$ cat src/rtl/mssd_frame_tx.sv
// Serial frame transmitter: start bit, 2-bit port, 4-bit length, then payload bytes MSB first
// drawn from an internal byte FIFO. One bit per clock, line idles high.
module mssd_frame_tx #(
    parameter int FIFO_DEPTH = 16
) (
    input  logic                              Clk,
    input  logic                              reset,
    input  logic                              wrEn,
    input  logic [7:0]                        dataIn,
    input  logic                              start,
    input  logic [1:0]                        portNum,
    input  logic [3:0]                        byteNum,
    output logic                              serOut,
    output logic                              full,
    output logic [$clog2(FIFO_DEPTH+1)-1:0]   fifoCount,
    output logic                              busy,
    output logic                              done,
    output logic                              reject
);

    localparam int PW = $clog2(FIFO_DEPTH);
    localparam int CW = $clog2(FIFO_DEPTH + 1);

    typedef enum logic [2:0] {
        S_IDLE = 3'd0,
        S_STRT = 3'd1,
        S_PORT = 3'd2,
        S_LEN  = 3'd3,
        S_DATA = 3'd4,
        S_DONE = 3'd5
    } state_t;

    state_t          r_state_r;
    logic [5:0]      r_hdr_r;
    logic [3:0]      r_len_r;
    logic [1:0]      r_phase_r;
    logic [6:0]      r_bits_r;
    logic [7:0]      r_shift_r;
    logic            r_ser_r;
    logic            r_busy_r;
    logic            r_done_r;
    logic            r_reject_r;

    logic [7:0]      r_mem_r [FIFO_DEPTH];
    logic [PW-1:0]   r_wr_ptr_r;
    logic [PW-1:0]   r_rd_ptr_r;
    logic [CW-1:0]   r_count_r;
    logic            r_full_r;

    logic            w_pop_s;
    logic            w_push_s;
    logic [7:0]      w_rd_data_s;

    assign w_rd_data_s = r_mem_r[r_rd_ptr_r];
    // A full FIFO still takes a byte when the same edge pops one out.
    assign w_push_s    = wrEn & (~r_full_r | w_pop_s);

    // Pop at the end of the header and at every later byte boundary inside the payload.
    always_comb begin
        w_pop_s = 1'b0;
        case (r_state_r)
            S_LEN: begin
                if ((r_phase_r == 2'd3) && (r_len_r != 4'd0)) begin
                    w_pop_s = 1'b1;
                end else begin
                    w_pop_s = 1'b0;
                end
            end
            S_DATA: begin
                if ((r_bits_r != 7'd1) && (r_bits_r[2:0] == 3'b001)) begin
                    w_pop_s = 1'b1;
                end else begin
                    w_pop_s = 1'b0;
                end
            end
            default: w_pop_s = 1'b0;
        endcase
    end

    // Frame sequencer; serOut always presents the bit of the state being entered.
    always_ff @(posedge Clk or negedge reset) begin
        if (!reset) begin
            r_state_r  <= S_IDLE;
            r_hdr_r    <= 6'd0;
            r_len_r    <= 4'd0;
            r_phase_r  <= 2'd0;
            r_bits_r   <= 7'd0;
            r_shift_r  <= 8'd0;
            r_ser_r    <= 1'b1;
            r_busy_r   <= 1'b0;
            r_done_r   <= 1'b0;
            r_reject_r <= 1'b0;
        end else begin
            r_done_r   <= 1'b0;
            r_reject_r <= 1'b0;
            case (r_state_r)
                S_IDLE: begin
                    r_ser_r <= 1'b1;
                    if (start) begin
                        if (r_count_r >= CW'(byteNum)) begin
                            r_hdr_r   <= {portNum, byteNum};
                            r_len_r   <= byteNum;
                            r_ser_r   <= 1'b0;
                            r_busy_r  <= 1'b1;
                            r_state_r <= S_STRT;
                        end else begin
                            r_reject_r <= 1'b1;
                        end
                    end
                end
                S_STRT: begin
                    r_ser_r   <= r_hdr_r[5];
                    r_hdr_r   <= {r_hdr_r[4:0], 1'b0};
                    r_phase_r <= 2'd0;
                    r_state_r <= S_PORT;
                end
                S_PORT: begin
                    r_ser_r <= r_hdr_r[5];
                    r_hdr_r <= {r_hdr_r[4:0], 1'b0};
                    if (r_phase_r == 2'd1) begin
                        r_phase_r <= 2'd0;
                        r_state_r <= S_LEN;
                    end else begin
                        r_phase_r <= r_phase_r + 2'd1;
                    end
                end
                S_LEN: begin
                    if (r_phase_r == 2'd3) begin
                        if (r_len_r == 4'd0) begin
                            r_ser_r   <= 1'b1;
                            r_busy_r  <= 1'b0;
                            r_done_r  <= 1'b1;
                            r_state_r <= S_DONE;
                        end else begin
                            r_ser_r   <= w_rd_data_s[7];
                            r_shift_r <= {w_rd_data_s[6:0], 1'b0};
                            r_bits_r  <= {r_len_r, 3'b000};
                            r_state_r <= S_DATA;
                        end
                    end else begin
                        r_ser_r   <= r_hdr_r[5];
                        r_hdr_r   <= {r_hdr_r[4:0], 1'b0};
                        r_phase_r <= r_phase_r + 2'd1;
                    end
                end
                S_DATA: begin
                    r_bits_r <= r_bits_r - 7'd1;
                    if (r_bits_r == 7'd1) begin
                        r_ser_r   <= 1'b1;
                        r_busy_r  <= 1'b0;
                        r_done_r  <= 1'b1;
                        r_state_r <= S_DONE;
                    end else if (w_pop_s) begin
                        r_ser_r   <= w_rd_data_s[7];
                        r_shift_r <= {w_rd_data_s[6:0], 1'b0};
                    end else begin
                        r_ser_r   <= r_shift_r[7];
                        r_shift_r <= {r_shift_r[6:0], 1'b0};
                    end
                end
                S_DONE: begin
                    r_ser_r   <= 1'b1;
                    r_state_r <= S_IDLE;
                end
                default: begin
                    r_ser_r   <= 1'b1;
                    r_busy_r  <= 1'b0;
                    r_state_r <= S_IDLE;
                end
            endcase
        end
    end

    // FIFO pointers, occupancy and full flag.
    always_ff @(posedge Clk or negedge reset) begin
        if (!reset) begin
            r_wr_ptr_r <= '0;
            r_rd_ptr_r <= '0;
            r_count_r  <= '0;
            r_full_r   <= 1'b0;
        end else begin
            if (w_push_s) begin
                r_wr_ptr_r <= r_wr_ptr_r + PW'(1);
            end
            if (w_pop_s) begin
                r_rd_ptr_r <= r_rd_ptr_r + PW'(1);
            end
            case ({w_push_s, w_pop_s})
                2'b10: begin
                    r_count_r <= r_count_r + CW'(1);
                    r_full_r  <= ((r_count_r + CW'(1)) == CW'(FIFO_DEPTH));
                end
                2'b01: begin
                    r_count_r <= r_count_r - CW'(1);
                    r_full_r  <= 1'b0;
                end
                default: begin
                    r_count_r <= r_count_r;
                    r_full_r  <= r_full_r;
                end
            endcase
        end
    end

    // Payload storage; contents need no reset because the pointers define validity.
    always_ff @(posedge Clk) begin
        if (w_push_s) begin
            r_mem_r[r_wr_ptr_r] <= dataIn;
        end
    end

    assign serOut    = r_ser_r;
    assign full      = r_full_r;
    assign fifoCount = r_count_r;
    assign busy      = r_busy_r;
    assign done      = r_done_r;
    assign reject    = r_reject_r;

endmodule

$ cat config.mk
export PLATFORM = sky130hd
export DESIGN_NAME = mssd_frame_tx
export DESIGN_NICKNAME = d
export VERILOG_FILES = /design/src/rtl/mssd_frame_tx.sv
export SDC_FILE = /design/constraint.sdc
export NUM_CORES = 1
export LEC_CHECK = 0
export CAP_MARGIN = 20
export CORE_ASPECT_RATIO = 0.7
export CORE_MARGIN = 4
export CORE_UTILIZATION = 61
export CTS_CLUSTER_SIZE = 25
export DETAILED_ROUTE_END_ITERATION = 10
export GPL_TIMING_DRIVEN = 0
export PLACE_DENSITY = 0.85
export SLEW_MARGIN = 20
export SYNTH_ARGS = -nofsm -noshare
export SYNTH_HDL_FRONTEND = slang
export SYNTH_SLANG_ARGS = --single-unit
$ cat constraint.sdc
create_clock -name Clk -period 3.7 [get_ports Clk]
set_input_delay 0.37 -clock Clk [delete_from_list [all_inputs] [get_ports Clk]]
set_output_delay 0.37 -clock Clk [all_outputs]
set_load 0.01 [all_outputs]
After elaboration in Yosys (flattened, before gate mapping)
Memories as Yosys holds them, arrays and structs flattened.
Cells that the tools add are included.
- register bits: 48
- bits in writable memories: 128
- input port bits: 18
- output and inout port bits: 10
- logic and storage cells: 114
- memories: 1
- add/sub/neg operators: 6
- magnitude comparators: 1
- equality and inequality tests: 22
- multiplexer cells: 48
- bitwise logic cells: 4
- reductions and logical operators: 18
- memories (memory ; words ; width ; read ports ; clocked after memory_dff ; wr ports ; line ; source):
    r_mem_r ; 16 ; 8 ; 1 ; 0 ; 1 ; 44 ; logic [7:0] r_mem_r [FIFO_DEPTH];
- operator list (operator ; count):
    8-bit 2-to-1 mux ; 4
    1-bit 2-to-1 mux ; 21
    6-bit 2-to-1 mux ; 3
    2-bit != test, second input constant ; 9
    6-bit one-hot mux with 3 select lines ; 1
    8-bit one-hot mux with 2 select lines ; 1
    3-bit 2-to-1 mux ; 5
    3-bit one-hot mux with 5 select lines ; 1
    7-bit 2-to-1 mux ; 2
    7-bit one-hot mux with 2 select lines ; 1
    5-bit one-hot mux with 2 select lines ; 1
    4-bit by 1-bit adder with 4-bit output, second input constant ; 2
    1-bit one-hot mux with 4 select lines ; 2
    4-bit AND reduction ; 2
    7-bit by 1-bit equality test with 1-bit output, second input constant ; 1
    7-bit by 1-bit != test with 1-bit output, second input constant ; 1
    7-bit by 1-bit subtractor with 7-bit output, second input constant ; 1
    3-bit by 1-bit equality test with 1-bit output, second input constant ; 2
    3-bit by 2-bit equality test with 1-bit output, second input constant ; 2
    3-bit equality test, second input constant ; 2
    1-bit one-hot mux with 2 select lines ; 3
    2-bit one-hot mux with 3 select lines ; 1
    3-bit AND reduction ; 2
    6-bit AND reduction ; 1
    21 further kinds ; 28

Depth between registers and ports, before layout
- depth after elaboration: 8
- depth in mapped cells: 11
- depth with buffers taken out: 10

Least setup slack after synthesis
No wires, ideal clock.
- path type: reg-to-reg
- start: register r_len_r[0]
- end: register r_count_r[4] (netlist: fifoCount[4])
- library setup time: 0.128 ns
- arrival time: 2.673 ns
- required time: 3.572 ns
- path slack: 0.899 ns
- cell stages (with the launch flop): 10
- path buffers: 2
- period minus slack after synthesis: 2.801 ns
- cell sequence: dfrtp_1 > nor4_1 > o32ai_4 > o21ai_2 > buf_2 > ha_1 > clkbuf_1 > nor4b_1 > mux2i_1 > xnor2_1
- longest elaborated chain between the ends: 8
- elaborated cells on any way between the ends: 10
- those cells by class: eq/ne: 2; mux: 3; bitwise: 2; reduce/logical: 3
- RTL lines (item ; line ; source):
    from (decl) ; 35 ; logic [3:0] r_len_r;
    from (signal assigned) ; 102 ; r_len_r <= byteNum;
    4-bit nonzero test * ; 63 ; if ((r_phase_r == 2'd3) && (r_len_r != 4'd0)) begin
    1-bit logical AND * ; 63 ;
    1-bit 2-to-1 mux * ; 63 ;
    1-bit one-hot mux with 2 select lines * ; 61 ; case (r_state_r)
    1-bit OR ; 56 ; assign w_push_s = wrEn & (~r_full_r | w_pop_s);
    1-bit AND ; 56 ;
    2-bit by 1-bit equality test with 1-bit output / 2-bit equality test (equally long branches) ; 188 ; case ({w_push_s, w_pop_s})
    5-bit one-hot mux with 2 select lines / 2-bit nonzero test (equally long branches) ; n/a ;
    to (signal assigned) ; 190 ; r_count_r <= r_count_r + CW'(1);
    to (signal assigned) ; 194 ; r_count_r <= r_count_r - CW'(1);
    to (signal assigned) ; 198 ; r_count_r <= r_count_r;
    to (decl) ; 47 ; logic [CW-1:0] r_count_r;
Mark *: on every way between the ends. The rest lies on a longest branch, timed or not.
A chain may end at the register's enable or synchronous reset.

Final worst setup path
- start: register r_phase_r[0]
- end: register r_count_r[4] (netlist: fifoCount[4])
- longest elaborated chain between the ends: 8
- elaborated cells on any way between the ends: 10
- those cells by class: eq/ne: 3; mux: 3; bitwise: 2; reduce/logical: 2
- RTL lines (item ; line ; source):
    from (decl) ; 36 ; logic [1:0] r_phase_r;
    from (signal assigned) ; 124 ; r_phase_r <= r_phase_r + 2'd1;
    from (signal assigned) ; 143 ; r_phase_r <= r_phase_r + 2'd1;
    2-bit equality test * ; 63 ;
    1-bit logical AND * ; 63 ;
    1-bit 2-to-1 mux * ; 63 ;
    1-bit one-hot mux with 2 select lines * ; 61 ;
    1-bit OR ; 56 ;
    1-bit AND ; 56 ;
    2-bit by 1-bit equality test with 1-bit output / 2-bit equality test (equally long branches) ; 188 ;
    5-bit one-hot mux with 2 select lines / 2-bit nonzero test (equally long branches) ; n/a ;
Marked as above.

==> impl_metrics.env <==
export IMPL_outcome="finished clean"
export IMPL_fin_util=0.732
export IMPL_drt_pass1_iterations=5
export IMPL_fp_dieW_um=141
export IMPL_crit_family="simple AND/OR/NAND/NOR gates"
export IMPL_cp_slowest_cell="o21ai_2"
export IMPL_postSynthAreaPerCell_um2=15.9
export IMPL_synth_top_cells_by_area="edfxtp_1 51%, dfrtp_1 15%, mux4_2 9.5%"
export IMPL_critical_path_startpoint="r_phase_r[0]"
export IMPL_drv_slew=0
export IMPL_synthTopCellsByCount="128 x edfxtp_1, 46 x dfrtp_1, 35 x nor2_1, 32 x mux4_2, 23 x mux2_2"
export IMPL_crit_path_frequent_cell="ha_1"
export IMPL_grt_pass1_vias=4512
export IMPL_placementRows=33
export IMPL_crit_buf_inv=2
export IMPL_setup_viol=0
export IMPL_min_period_ns=3.43
export IMPL_timing_rr_start="r_phase_r[0]"
export IMPL_fillers=700
export IMPL_rsz0062_at_grt="false"
export IMPL_synth_top_area_cell="edfxtp_1"
export IMPL_ys_async_sr_fraction=0.269
export IMPL_crit_arrival_ns=3.73
export IMPL_synthFlopType="edfxtp_1"
export IMPL_initial_core_util=0.636
export IMPL_avgViaCountPerCell=6.52
export IMPL_regArea_um2=5020
export IMPL_netlist_area_um2=7560
export IMPL_start_kind="register"
export IMPL_period_share=0.926
export IMPL_cts_tree="yes"
export IMPL_max_stage_delay_ns=0.48
export IMPL_worstPathRequired_ns=4.00
export IMPL_hold_class="in -> async"
export IMPL_tns_ns=0
export IMPL_synth_top_area_share=0.509
export IMPL_fin_nets=565
export IMPL_overflow=0
export IMPL_wl_per_cell_um=23.8
export IMPL_drive_above_1_share=0.213
export IMPL_crit_path_end_kind="register"
export IMPL_peakVddDrop_mv=0.428
export IMPL_clockBufferDepth=2
export IMPL_ant_nets=0
export IMPL_first_iter_violations=624
export IMPL_dieArea_um2=14300
export IMPL_antenna_found_initial=0
export IMPL_hpwlAfterDp_mm=11.0
export IMPL_synth_nets=512
export IMPL_ys_seq_elements=175
export IMPL_core_um2=11900
export IMPL_worst_pin_slew_ns=1.06
export IMPL_r2r_slack_ns=0.27
export IMPL_setup_slack_ns=0.274
export IMPL_track_usage=0.248
export IMPL_cts_root_buffer="clkbuf_16"
export IMPL_ys_types=50
export IMPL_relSlewSlack=0.290
export IMPL_r2r_end="fifoCount[4]"
export IMPL_gp_congestion=0.863
export IMPL_cts_buffers=17
export IMPL_p_per_area_nw_per_um2=739
export IMPL_wl_mm=16.6
export IMPL_fmax_ghz=0.292
export IMPL_yosysWarnings=0
export IMPL_area_delta_synth_final_pct=15.2
export IMPL_ios=28
export IMPL_synth_edf_count=128
export IMPL_critPathMaxFanout=10
export IMPL_synth_cells=476
export IMPL_diodes=0
export IMPL_power_leakage_nw=3.06
export IMPL_hold_viol_final=0
export IMPL_cap_viol_max_count=0
export IMPL_cts_sinks=175
export IMPL_critical_path_class="reg -> reg"
export IMPL_reg2reg_depth=10
export IMPL_multi_input_area_um2=2460
export IMPL_grt_max_degree=33
export IMPL_htreeDepth=4
export IMPL_clock_latency_ns=0.42
export IMPL_grt_pass1_wl_mm=26.1
export IMPL_via_count=4552
export IMPL_yosysSeqAreaShare=0.664
export IMPL_clk_pin_slew_ns=0.07
export IMPL_power_w=0.00644
export IMPL_drc=0
export IMPL_io_buffers=27
export IMPL_path_cells="ha_1 -> nand4b_1 -> o32ai_4 -> o21ai_2 -> buf_2 -> ha_1 -> clkbuf_1 -> nor4b_1 -> mux2i_1 -> xnor2_1"
export IMPL_post_synth_top_count_cell="edfxtp_1"
export IMPL_die_height_um=101
export IMPL_skew_ns=0.00943
export IMPL_pre_cts_ws_ns=-0.0634
## area by class of cell
cell class                      count  area share
Buffer                             22      0.0103
Tap cell                          157      0.0226
Clock buffer                       17      0.0489
Inverter                           14     0.00604
Clock inverter                     14      0.0155
Multi-Input combinational cell    265       0.283
Sequential cell                   175       0.577
Timing Repair Buffer               34      0.0371
## cell usage in the layout, fill, tap and decap left out, drive strengths merged, types with 2 or more instances in the layout
cell type	instances
xor2	5
o31ai	2
clkinv	4
nand2b	2
nor4	6
or4	5
a211oi	10
nor4b	4
a21oi	15
a22o	2
nor2b	5
nand3	9
nor3	8
inv	18
o21ai	10
buf	15
mux2	23
xnor2	7
clkdlybuf4s50	26
ha	18
or3	3
clkbuf	31
nor2	35
a31oi	2
a221oi	2
o211ai	4
mux4	32
and2	5
o32ai	2
mux2i	10
clkinvlp	5
dfrtp	46
nand2	20
nand4b	2
nor3b	4
edfxtp	128
## kinds of logic after synthesis
group | synth area share
compound gates | 0.0495
xor+xnor | 0.0139
fa+ha+maj | 0.0298
buf+inv | 0.0189
simple gates | 0.0808
mux | 0.143
flops | 0.664
## state kept, by name (all words and copies together) (netlist names), 4 cells and up
signal	flops
r_len_r	4
r_bits_r	7
r_mem_r	128
r_wr_ptr_r	4
r_shift_r	7
r_rd_ptr_r	4
fifoCount	5
r_hdr_r	6
## where the power goes
| group | internal, W | switching, W | total (W) | leakage [nW] |
|---|---|---|---|---|
| clock network | 0.000934 | 0.000775 | 0.00171 | 0.258 |
| registers | 0.00248 | 0.000296 | 0.00277 | 1.74 |
| logic | 0.000888 | 0.00107 | 0.00196 | 1.06 |
## through the flow
| stage | instances | hold WS [ns] | area (um^2) |
|---|---|---|---|
| final | 698 | 0.412 | 8710 |
| after global routing | 698 | 0.428 | 8710 |
| after CTS | 698 | 0.405 | 8690 |
| after detailed placement | 666 | 0.314 | 8110 |
| after global placement | 660 | 0.484 | 8030 |
| after floorplan | 476 | 0.0744 | 7560 |
## worst reg2reg max path: stages, from the launching register on
cell	delay [ns]
dfrtp_1	0.44
ha_1	0.33
nand4b_1	0.31
o32ai_4	0.22
o21ai_2	0.49
buf_2	0.35
ha_1	0.27
clkbuf_1	0.21
nor4b_1	0.39
mux2i_1	0.15
xnor2_1	0.14
## worst max path at each step
stage | endpoint | cells past startpoint
finish | fifoCount[4] | 10
global route | fifoCount[4] | 10
CTS | fifoCount[4] | 9
detailed placement | fifoCount[4] | 9
global placement | r_mem_r[3][3] | 6
floorplan | fifoCount[4] | 9
## per-layer routing
| layer | share of wire | track usage |
|---|---|---|
| met4 | 0.012 | 0.0730 |
| met1 | 0.42 | 0.365 |
| met3 | 0.084 | 0.0580 |
| met2 | 0.48 | 0.382 |
| met5 | 0 | 0 |
## what timing repair did
item,4_1_cts,5_1_grt
setup buffers,0,0
endpoints found under the hold margin,15,0
hold buffers,1,0
endpoints found under the setup margin,1,1
resized for setup,1,2
gates cloned,0,0
No activity file was read; power rests on OpenSTA's default activity.
